<file path="config.mk">
export PLATFORM = sky130hd
export DESIGN_NAME = alu_instr_encoder
export DESIGN_NICKNAME = d
export VERILOG_FILES = /design/src/rtl/alu_instr_encoder.sv
export SDC_FILE = /design/constraint.sdc
export NUM_CORES = 1
export LEC_CHECK = 0
export ABC_AREA = 0
export CORE_ASPECT_RATIO = 2
export CORE_MARGIN = 2
export CORE_UTILIZATION = 55
export DETAILED_ROUTE_END_ITERATION = 10
export GPL_TIMING_DRIVEN = 0
export PLACE_DENSITY = 0.92
export SKIP_LAST_GASP = 1
export SLEW_MARGIN = 20
export SYNTH_ARGS = -nofsm -noshare
export SYNTH_HDL_FRONTEND = slang
export SYNTH_SLANG_ARGS = --single-unit
</file>
<file path="constraint.sdc">
create_clock -name clk -period 4.7 [get_ports clk]
set_input_delay 0.47 -clock clk [delete_from_list [all_inputs] [get_ports clk]]
set_output_delay 0.47 -clock clk [all_outputs]
set_load 0.05 [all_outputs]
</file>
<file path="src/rtl/alu_instr_encoder.sv">
// Turns ALU op requests into RV32I OP / OP-IMM instruction words and buffers them in a small FIFO.
// Illegal requests still take a slot, but they come out as a NOP with the error flag set.
module alu_instr_encoder #(
  parameter int DEPTH = 2,
  parameter int CNT_W = 16
) (
  input  logic             clk,
  input  logic             reset,
  input  logic             in_valid,
  output logic             in_ready,
  input  logic [3:0]       in_alu_op,
  input  logic             in_is_imm,
  input  logic [4:0]       in_rd,
  input  logic [4:0]       in_rs1,
  input  logic [4:0]       in_rs2,
  input  logic [11:0]      in_imm,
  input  logic             flush,
  output logic             out_valid,
  input  logic             out_ready,
  output logic [31:0]      out_instr,
  output logic             out_err,
  output logic [CNT_W-1:0] enc_count,
  output logic [CNT_W-1:0] err_count
);
  localparam int AW = (DEPTH > 1) ? $clog2(DEPTH) : 1;

  typedef struct packed {
    logic        err;
    logic [31:0] instr;
  } entry_t;

  entry_t        mem [DEPTH];
  logic [AW-1:0] wr_ptr, rd_ptr;
  logic [AW:0]   occ;

  logic [2:0]  f3;
  logic [6:0]  f7;
  logic        op_ok, is_shift, illegal;
  logic [11:0] imm_fld;
  entry_t      enc;

  always_comb begin
    f3       = 3'b000;
    f7       = 7'b0000000;
    op_ok    = 1'b1;
    is_shift = 1'b0;
    case (in_alu_op)
      4'b0000: f3 = 3'b000;
      4'b0001: begin f3 = 3'b000; f7 = 7'b0100000; end
      4'b0100: begin f3 = 3'b001; is_shift = 1'b1; end
      4'b1101: f3 = 3'b010;
      4'b1100: f3 = 3'b011;
      4'b1011: f3 = 3'b100;
      4'b0110: begin f3 = 3'b101; is_shift = 1'b1; end
      4'b0111: begin f3 = 3'b101; f7 = 7'b0100000; is_shift = 1'b1; end
      4'b1010: f3 = 3'b110;
      4'b1001: f3 = 3'b111;
      default: op_ok = 1'b0;
    endcase
  end

  // Immediate-form SUB becomes ADDI with the negated immediate; -2048 has no positive counterpart.
  always_comb begin
    imm_fld = in_imm;
    illegal = !op_ok;
    if (in_is_imm) begin
      if (is_shift) begin
        imm_fld = {f7, in_imm[4:0]};
        if (in_imm[11:5] != 7'd0) illegal = 1'b1;
      end else if (in_alu_op == 4'b0001) begin
        imm_fld = 12'd0 - in_imm;
        if (in_imm == 12'h800) illegal = 1'b1;
      end
    end
  end

  always_comb begin
    enc.err   = illegal;
    enc.instr = in_is_imm ? {imm_fld, in_rs1, f3, in_rd, 7'h13}
                          : {f7, in_rs2, in_rs1, f3, in_rd, 7'h33};
    if (illegal) enc.instr = 32'h0000_0013;
  end

  logic push, pop;
  assign in_ready  = (occ < (AW+1)'(DEPTH));
  assign out_valid = (occ != '0);
  assign push      = in_valid && in_ready && !flush;
  assign pop       = out_valid && out_ready && !flush;
  assign out_instr = mem[rd_ptr].instr;
  assign out_err   = mem[rd_ptr].err;

  always_ff @(posedge clk or posedge reset) begin
    if (reset) begin
      for (int i = 0; i < DEPTH; i++) mem[i] <= '0;
      wr_ptr    <= '0;
      rd_ptr    <= '0;
      occ       <= '0;
      enc_count <= '0;
      err_count <= '0;
    end else begin
      if (flush) begin
        wr_ptr <= '0;
        rd_ptr <= '0;
        occ    <= '0;
      end else begin
        if (push) begin
          mem[wr_ptr] <= enc;
          wr_ptr      <= (wr_ptr == AW'(DEPTH-1)) ? '0 : wr_ptr + 1'b1;
          if (enc.err) err_count <= err_count + 1'b1;
          else         enc_count <= enc_count + 1'b1;
        end
        if (pop) rd_ptr <= (rd_ptr == AW'(DEPTH-1)) ? '0 : rd_ptr + 1'b1;
        if (push && !pop)      occ <= occ + 1'b1;
        else if (pop && !push) occ <= occ - 1'b1;
      end
    end
  end
endmodule

</file>
# Yosys cells after proc, flatten, opt, wreduce, memory -nomap -nowiden
# Cells that the tools add are included.
# W data, S select, Z words.
[totals]
regBits = 102
[op_classes]
add_sub_neg = 7
magnitude_cmp = 4
eq_ne = 10
mux = 28
bitwise_logic = 4
reduce_logical = 24
[op_table]
columns = ["cell", "count"]
rows = [
  ["$mux W33", 4],
  ["$bwmux W66", 1],
  ["$mux W32", 2],
  ["$demux W33 S1", 1],
  ["$add A16 B1 Y16 const B", 2],
  ["$mux W12", 2],
  ["$pmux W3 S7", 1],
  ["$eq A4 B4 Y1 const B", 5],
  ["$mux W1", 13],
  ["$eq A12 B12 Y1 const B", 1],
  ["$eq A4 B3 Y1 const B", 3],
  ["$sub A1 B12 Y12 const A", 1],
  ["$reduce_or A10 Y1", 1],
  ["$logic_and A1 B1 Y1", 7],
  ["$reduce_bool A7 Y1", 1],
  ["$mux W2", 3],
  ["$mux W6", 1],
  ["$reduce_and A3 Y1", 2],
  ["$reduce_bool A2 Y1", 3],
  ["$eq A4 B1 Y1 const B", 1],
  ["$ge A2 B2 Y1 const B", 2],
  ["$logic_not A1 Y1", 4],
  ["$logic_not A4 Y1", 1],
  ["$not A1 Y2", 2],
  ["10 further kinds", 13],
]

# Longest topological paths before layout
# Gate-level depths: netlist of run 1.
[depth]
word_depth = 10
mapped_depth = 10
depth_no_buf = 8

# Worst setup path after synthesis of run 1
# Ideal clock, no wire load.
[synth_timing]
kind = "input port to flip-flop"
start = "input port in_imm[0]"
end = "register err_count[15]"
setup_ps = 82
arrival_time_ps = 2381
required_ps = 4618
slack_ps = 2237
path_stages = 9
n_path_buf = 1
cell_sequence = "inv_1 > ha_1 > or4b_2 > nor4_2 > nand2_1 > and2_1 > buf_4 > nor4_4 > xor2_1"
[synth_between]
elab_chain_len = 6
[synth_rtl]
columns = ["item", "line", "rtl"]
rows = [
  ["from (decl)", "16", "input logic [11:0] in_imm,"],
  ["$eq A12 B12 Y1", "72", "if (in_imm == 12'h800) illegal = 1'b1;"],
  ["$mux W1", "72", ""],
  ["$mux W1", "70", "end else if (in_alu_op == 4'b0001) begin"],
  ["$mux W1", "67", "if (is_shift) begin"],
  ["$mux W1", "66", "if (in_is_imm) begin"],
  ["$reduce_and A3 Y1 (no line)", "--", ""],
  ["to (signal assigned)", "109", "if (enc.err) err_count <= err_count + 1'b1;"],
  ["to (decl)", "23", "output logic [CNT_W-1:0] err_count"],
]
# Every way passes these cells.
# A chain may end at the register's enable or synchronous reset.

# Worst setup path after layout of run 1
[layout_timing]
start = "register rd_ptr"
end = "output port out_instr[21]"
[layout_between]
elab_chain_len = 4
[layout_rtl]
columns = ["item", "line", "rtl"]
rows = [
  ["from (decl)", "33", "logic [AW-1:0] wr_ptr, rd_ptr;"],
  ["from (signal assigned)", "112", "if (pop) rd_ptr <= (rd_ptr == AW'(DEPTH-1)) ? '0 : rd_ptr + 1'b1;"],
  ["$not A1 Y2 (implied by the code)", "89", "assign out_instr = mem[rd_ptr].instr;"],
  ["$mux W33 (3 in a row)", "--", ""],
  ["to (decl)", "20", "output logic [31:0] out_instr,"],
]
# Every way passes these cells. The select of a mux whose other input is x is not followed.

==> out/results.md, run 1 <==
| Metric | Value |
|:---|:---|
| Outcome | complete, no violations |
| Overall routed net length | 12,100 um |
| Number of filler instances in the final layout | 569 |
| Count of buffers inserted at the top-level ports | 98 |
| Setup Total Neg Slack | 0 ns |
| Final instance count without filler cells | 685 |
| Number of synthesized register bits | 92 |
| Final nets | 626 |
| Area growth from synthesis to layout | 29.8% |
| Total placed cells including tap cells | 673 |
| Proportion of synthesized chip area in sequential cells | 0.493 |
| Final RePlAce weighted congestion | 0.867 |
| Number of antenna violations at the first check in global routing | 0 |
| Critical path launch point type | flip-flop |
| Static power due to leakage | 2.68 nW |
| Clock Tree Buf Depth | 2 |
| Finished Cell Area | 0.00606 mm2 |
| Post-cts gate resize count | 0 |
| Max-Cap Viols | 0 |
| Max frequency | 299 MHz |
| Total count of max-transition violations in the final report | 0 |
| Routed len/inst | 17.6 um |
| Post-synthesis instance total | 474 |
| Worst-Margin Slew | 0.723 ns |
| Worst-path cell chain | clkbuf_1 -> buf_1 -> mux2_2 -> clkdlybuf4s50_1 |
| Number of buffers created by CTS | 9 |
| Overall global routing resource usage | 0.266 |
| Final Hold Vio Count | 0 |
| Setup-violating endpoint count in the final report | 0 |
| DRC errors left | 0 |
| Number of unique standard cell types used by synthesis | 45 |
| Worst path arrival time | 2.88 ns |
| Maximum number of pins on one net before global-route repair | 66 |
| Area of the mapped netlist | 0.00467 mm2 |
| Final Cycle Share | 0.712 |
| Remaining antenna violation count | 0 |
| Worst reg2reg path depth | 6 |
| Seq. cell area | 0.00230 mm2 |
| Critical path type | reg -> out |
| Die area | 0.00929 mm2 |
| Count of clock tree sinks | 92 |
| CP max FO | 10 |
| Pwr/cell area | 421 mW/mm2 |
| Initial core utilization | 0.567 |
| Required time of the critical path | 4.23 ns |
| Worst reg2reg setup slack | 2.51 ns |
| Vias per inst | 5.90 |
| Drt first-iter violations | 326 |
| CP endpoint kind | output port |
| Wire length of the first global-routing pass | 19,700 um |
| Number of optimization iterations in the first detailed-route pass | 5 |
| RSZ-0062 raised after global routing | no |
| Core area | 0.00823 mm2 |
| Area of the multi-input gates | 0.00219 mm2 |
| Via count of the first global-routing pass | 4,214 |
| # H-tree levels | 3 |
| Final critical delay including setup and external delays | 3.35 ns |
| Max-slew headroom | 0.511 |
| Skew final | 0.00681 ns |
| Ant. Diodes | 0 |
| Via total after detailed routing | 4,044 |
| Commonest cells after routing, fill and taps aside | sky130_fd_sc_hd__clkdlybuf4s50_1 (98), sky130_fd_sc_hd__dfrtp_1 (92), sky130_fd_sc_hd__nand2_1 (83) |
| Most common cell after layout, fill and taps aside | sky130_fd_sc_hd__clkdlybuf4s50_1 |
| Hold crit path type | in -> async |
| Post-CTS Setup Repair Bufs | 0 |
| Cell at the slowest stage of the critical path | sky130_fd_sc_hd__clkdlybuf4s50_1 |
| Clock slew at reported path FFs | 0.06 ns |
| Total of warnings raised by yosys | 0 |
| Maximum vdd ir drop | 251 uV |
| Row Count | 47 |
| Worst r2r dst | mem[50] |
| Source-to-sink clock delay at the later pin of the worst-skew pair | 0.34 ns |
| DP HPWL | 8880 um |
| Root Buffer | sky130_fd_sc_hd__clkbuf_16 |
| Hold bufs inserted after CTS | 0 |
| Crit Reg-Reg Startpoint | occ[1] |
| Floorplan die height | 134 um |
| Final-layout worst hold slack | 0.466 ns |
| Mean post-synth cell area | 9.85 um2 |
| Critical path's largest stage delay | 0.71 ns |
| TritonCTS clock tree | built |
| # IOs | 104 |
| Cell area after placement | 0.00581 mm2 |
| Total overflow reported by the global router | 0 |
| Floorplan die width | 69.1 um |
| Share of post-route cells with drive strength above 1 | 0.119 |
==> layer usage <==
| layer | track usage | vias up | share of wire |
|---|---|---|---|
| met4 | 0.156 | 0 | 0.049 |
| met1 | 0.284 | 1996 | 0.36 |
| li1 | - | 1841 | - |
| met2 | 0.482 | 168 | 0.55 |
| met3 | 0.0481 | 39 | 0.042 |
| met5 | 0 | - | 0 |
==> cell families after synthesis <==
| logic type | synth area share |
|---|---|
| simple gates | 0.203 |
| flops | 0.493 |
| compound gates | 0.0930 |
| xor+xnor | 0.0788 |
| buf+inv | 0.0413 |
| mux | 0.0817 |
| fa+ha+maj | 0.00804 |
| other cells | 0.000803 |
==> Yosys cell counts <==
cell type / count / share of area
sky130_fd_sc_hd__nor4_1: 3 / 0.0040
sky130_fd_sc_hd__nor3_1: 12 / 0.013
sky130_fd_sc_hd__or3_1: 4 / 0.0054
sky130_fd_sc_hd__nor4_2: 2 / 0.0054
sky130_fd_sc_hd__xor2_1: 23 / 0.043
sky130_fd_sc_hd__nor4_4: 2 / 0.0091
sky130_fd_sc_hd__mux2_2: 33 / 0.080
sky130_fd_sc_hd__and2_1: 2 / 0.0027
sky130_fd_sc_hd__nor3b_1: 2 / 0.0032
sky130_fd_sc_hd__a211oi_1: 1 / 0.0016
sky130_fd_sc_hd__nand4_1: 7 / 0.0094
sky130_fd_sc_hd__buf_4: 8 / 0.013
sky130_fd_sc_hd__nand2_2: 1 / 0.0013
sky130_fd_sc_hd__or3b_2: 1 / 0.0019
sky130_fd_sc_hd__buf_2: 4 / 0.0043
sky130_fd_sc_hd__o21ai_0: 60 / 0.064
sky130_fd_sc_hd__nand4b_1: 1 / 0.0019
sky130_fd_sc_hd__o211ai_1: 2 / 0.0032
sky130_fd_sc_hd__or4_4: 2 / 0.0048
sky130_fd_sc_hd__xnor2_1: 19 / 0.036
sky130_fd_sc_hd__or4b_2: 1 / 0.0021
sky130_fd_sc_hd__nand2b_1: 11 / 0.015
sky130_fd_sc_hd__or2_2: 1 / 0.0013
sky130_fd_sc_hd__or4b_1: 1 / 0.0021
sky130_fd_sc_hd__buf_1: 1 / 0.00080
sky130_fd_sc_hd__nor2b_1: 5 / 0.0067
sky130_fd_sc_hd__a21boi_0: 1 / 0.0016
sky130_fd_sc_hd__dfrtp_1: 92 / 0.49
sky130_fd_sc_hd__buf_6: 1 / 0.0024
sky130_fd_sc_hd__ha_1: 3 / 0.0080
sky130_fd_sc_hd__inv_1: 9 / 0.0072
sky130_fd_sc_hd__o41ai_1: 2 / 0.0038
sky130_fd_sc_hd__a311o_1: 1 / 0.0021
sky130_fd_sc_hd__nand3_1: 17 / 0.018
sky130_fd_sc_hd__and3_1: 8 / 0.011
sky130_fd_sc_hd__o31ai_1: 2 / 0.0032
sky130_fd_sc_hd__nor2_1: 16 / 0.013
sky130_fd_sc_hd__conb_1: 1 / 0.00080
sky130_fd_sc_hd__a221o_1: 1 / 0.0021
sky130_fd_sc_hd__nand2_1: 83 / 0.067
sky130_fd_sc_hd__nor4b_1: 3 / 0.0056
sky130_fd_sc_hd__mux2i_1: 1 / 0.0021
sky130_fd_sc_hd__a31oi_4: 1 / 0.0046
sky130_fd_sc_hd__a21oi_1: 6 / 0.0064
sky130_fd_sc_hd__clkbuf_1: 17 / 0.014
==> critical path: cells and delay by family, from the launching register on <==
family,cells,cell delay (ns)
buf+inv,3,1.75
flops,1,0.36
mux,1,0.43
==> metrics by stage <==
| stage | utilization | power [W] | setup WS, ns |
|---|---|---|---|
| final | 0.736 | 0.00255 | 1.35 |
| after global routing | 0.736 | 0.00265 | 1.29 |
| after CTS | 0.736 | 0.00255 | 1.37 |
| after detailed placement | 0.706 | 0.00193 | 1.46 |
| after global placement | 0.702 | 0.00188 | 0.726 |
| after floorplan | - | 0.00162 | 1.84 |
==> layout make-up <==
type	count	area share
Sequential cell	92	0.380
Multi-Input combinational cell	344	0.361
Timing Repair Buffer	99	0.166
Clock buffer	12	0.0407
Buffer	31	0.0262
Tap cell	98	0.0202
Inverter	9	0.00599
==> power by group <==
group          internal, W  switching, W  leakage (nW)
clock             0.000361      0.000271         0.120
combinational     0.000318      0.000563          1.35
sequential        0.000930      0.000110          1.20
==> how the worst max path moves through the flow <==
stage / startpoint / to / slack, ns / depth (start not counted)
2_1_floorplan: reset / enc_count[0] / 1.84 / 1
3_3_place_gp: reset / mem[62] / 0.73 / 2
3_5_place_dp: in_imm[1] / mem[24] / 1.46 / 11
4_1_cts: rd_ptr / out_instr[22] / 1.37 / 4
5_1_grt: rd_ptr / out_instr[22] / 1.29 / 4
6_report: rd_ptr / out_instr[21] / 1.35 / 4
==> state kept, by name, indices dropped and copies added (netlist names) <==
name	cells
mem	56
enc_count	16
err_count	16
occ	2
rd_ptr	1
wr_ptr	1
No activity file was read; power rests on OpenSTA's default activity.
==> run 2, diff against run 1 <==
--- a/config.mk
+++ b/config.mk
@@ -8,10 +8,10 @@
 export ABC_AREA = 0
 export CORE_ASPECT_RATIO = 2
 export CORE_MARGIN = 2
-export CORE_UTILIZATION = 55
+export CORE_UTILIZATION = 51
 export DETAILED_ROUTE_END_ITERATION = 10
 export GPL_TIMING_DRIVEN = 0
-export PLACE_DENSITY = 0.92
+export PLACE_DENSITY = 0.87
 export SKIP_LAST_GASP = 1
 export SLEW_MARGIN = 20
 export SYNTH_ARGS = -nofsm -noshare
==> constraint.sdc (replaced) <==
create_clock -name clk -period 3.2 [get_ports clk]
set_input_delay 0.32 -clock clk [delete_from_list [all_inputs] [get_ports clk]]
set_output_delay 0.32 -clock clk [all_outputs]
set_load 0.05 [all_outputs]
==> run 2 against run 1 <==
  * Non-clock buffer count did not move
  * Clock-buffer cell count fell by 2
  * Sequential cell count did not move
  * Routed wire length rose by 1.8%
  * Register-to-register slack got worse by 1.5 ns
  * Critical path type unchanged
  * Highest routed layer unchanged
==> out/results.md, run 2 (synthesis gave the netlist of run 1 again) <==
| Metric | Value | vs previous |
|:---|:---|:---|
| Drt first-iter violations | 250 | -23% |
| Critical path destination | out_instr[20] |  |
| Final nets | 626 | unchanged |
| Flip-flop count of the largest register after layout | 56 | unchanged |
| Worst reg2reg setup slack | 1.03 ns | -1.48 ns |
| Maximum vdd ir drop | 541 uV | +120% |
| Top reg by flops | mem |  |
| Wire length of the first global-routing pass | 19,800 um | +0.38% |
| Row Count | 49 | +4.3% |
| Commonest cells after routing, fill and taps aside | sky130_fd_sc_hd__clkdlybuf4s50_1 (98), sky130_fd_sc_hd__dfrtp_1 (92), sky130_fd_sc_hd__nand2_1 (83) |  |
| Final Cycle Share | 0.919 |  |
| Outcome | complete, no violations |  |
| Critical path launch point type | flip-flop |  |
| Required time of the critical path | 2.88 ns | -1.35 ns |
| Final critical delay including setup and external delays | 2.94 ns |  |
| Pwr/cell area | 636 mW/mm2 | +51% |
| Total overflow reported by the global router | 0 | unchanged |
| DP HPWL | 8730 um | -1.6% |
| Clock Tree Buf Depth | 2 | unchanged |
| Critical path type | reg -> out |  |
| Overall global routing resource usage | 0.250 | -0.0162 |
| Count of buffers inserted at the top-level ports | 98 | unchanged |
| Post-Place Worst Slack | 0.0475 ns | -1.41 ns |
| Total placed cells including tap cells | 677 | +0.59% |
| Core area | 0.00895 mm2 | +8.7% |
| CP max FO | 10 | unchanged |
| Critical path's largest stage delay | 0.70 ns | about the same |
| CP endpoint kind | output port |  |
| Post-cts gate resize count | 0 | unchanged |
| Max-Cap Viols | 0 | unchanged |
| Count of clock tree sinks | 92 | unchanged |
| Setup-violating endpoint count in the final report | 0 | unchanged |
| Die area | 0.00998 mm2 | +7.5% |
| Via total after detailed routing | 4,034 | -0.25% |
| Root Buffer | sky130_fd_sc_hd__clkbuf_16 |  |
| Final instance count without filler cells | 693 | +1.2% |
| Routed len/inst | 17.7 um | +0.65% |
| Vias per inst | 5.82 | -1.4% |
| # H-tree levels | 3 | unchanged |
| Floorplan die width | 71.7 um | +3.6% |
| Number of antenna violations at the first check in global routing | 0 | unchanged |
| DRC errors left | 0 | unchanged |
| TritonCTS clock tree | built |  |
| Maximum number of pins on one net before global-route repair | 61 | -7.6% |
| Via count of the first global-routing pass | 4,184 | -0.71% |
| Total power after layout | 0.00389 W | +52% |
| Cell at the slowest stage of the critical path | sky130_fd_sc_hd__clkdlybuf4s50_1 |  |
| Max-slew headroom | 0.462 | -0.0490 |
| Worst-path cell chain | clkbuf_1 -> clkbuf_2 -> mux2_2 -> clkdlybuf4s50_1 |  |
| Hold crit path type | in -> async |  |
| Post-CTS Setup Repair Bufs | 0 | unchanged |
| # IOs | 104 | unchanged |
| Initial core utilization | 0.522 | -0.0455 |
| Largest registers in the final layout | mem x56, enc_count x16, err_count x16 |  |
| RSZ-0062 raised after global routing | no |  |
| Launch point of the worst path | rd_ptr |  |
| Crit Reg-Reg Startpoint | occ[1] |  |
| Ant. Diodes | 0 | unchanged |
| Overall routed net length | 12,300 um | +1.8% |
| Final RePlAce weighted congestion | 0.876 | +1.0% |
| Skew final | 0.00944 ns | +0.00264 ns |
| Final Hold Vio Count | 0 | unchanged |
| Floorplan die height | 139 um | +3.7% |
| Number of optimization iterations in the first detailed-route pass | 5 | unchanged |
| Total count of max-transition violations in the final report | 0 | unchanged |
| Max frequency | 340 MHz |  |
| Source-to-sink clock delay at the later pin of the worst-skew pair | 0.35 ns | about the same |
| Worst reg2reg path depth | 5 | -1 |
| Static power due to leakage | 2.70 nW | +1.0% |
| Share of post-route cells with drive strength above 1 | 0.130 | +0.0110 |
| Finished Cell Area | 0.00612 mm2 | +1.0% |
| Number of buffers created by CTS | 9 | unchanged |
| Most common cell after layout, fill and taps aside | sky130_fd_sc_hd__clkdlybuf4s50_1 |  |
| Clock slew at reported path FFs | 0.06 ns | about the same |
| Worst path arrival time | 2.62 ns | -0.26 ns |
| Worst Setup Slack, final | 0.259 ns | -1.10 ns |
| Remaining antenna violation count | 0 | unchanged |
| Cell area after placement | 0.00581 mm2 | about the same |
| Area growth from synthesis to layout | 31.2% |  |
| Worst r2r dst | mem[17] |  |
| Worst-Margin Slew | 0.796 ns | +0.0725 ns |
| Hold bufs inserted after CTS | 0 | unchanged |
-- run 2: changes by cell type in the layout (fill, tap and decap cells not counted) --
cell                         change
sky130_fd_sc_hd__clkinv_4        +1
sky130_fd_sc_hd__clkbuf_1        -2
sky130_fd_sc_hd__bufinv_16       +1
sky130_fd_sc_hd__clkinvlp_4      +2
sky130_fd_sc_hd__clkinv_2        +2
sky130_fd_sc_hd__clkbuf_2        +1
sky130_fd_sc_hd__buf_1           -1
-- run 2: through the flow --
step | hold WS [ns] | util | setup TNS (ns)
floorplan | 0.383 | - | 0
finish | 0.337 | 0.684 | 0
global placement | 0.446 | 0.646 | -60.40
global route | 0.380 | 0.684 | 0
CTS | 0.352 | 0.683 | 0
detailed placement | 0.447 | 0.650 | 0
-- run 2: layer usage --
| metal | vias up | track usage | wire length (um) |
|---|---|---|---|
| met3 | 42 | 0.0442 | 560 |
| met1 | 1990 | 0.282 | 4580 |
| li1 | 1843 | - | - |
| met5 | - | 0 | 0 |
| met2 | 159 | 0.441 | 6670 |
| met4 | 0 | 0.126 | 459 |
-- run 2: worst max-delay path, delay by kind of cell, from the launching register on --
| kind | cells | cell delay (ns) |
|---|---|---|
| muxes | 1 | 0.39 |
| buffers and inverters | 3 | 1.54 |
| DFF | 1 | 0.34 |
-- run 2: report_power, final --
part	leakage [nW]	switching, W	total (W)	internal, W
combinational	1.36	0.000822	0.00129	0.000467
clock	0.144	0.000450	0.00107	0.000625
sequential	1.20	0.000163	0.00153	0.00137
total	2.70	0.00143	0.00389	0.00246
-- run 2: worst min path at each step --
stage                    endpoint  depth (start not counted)
floorplan                  occ[1]                          1
global placement           mem[4]                          1
detailed placement         mem[4]                          1
CTS                 err_count[14]                          2
global route         enc_count[6]                          2
finish               err_count[7]                          2
-- run 2: area by class of cell --
cell class                 instances  area [um2]
tap                              102         128
clock buffer                      10         239
fill                             668        2830
clock inverter                     6        63.8
buffer                            31         160
inverter                           9        36.3
multi-input combinational        344        2190
sequential                        92        2300
timing repair buffer              99        1010
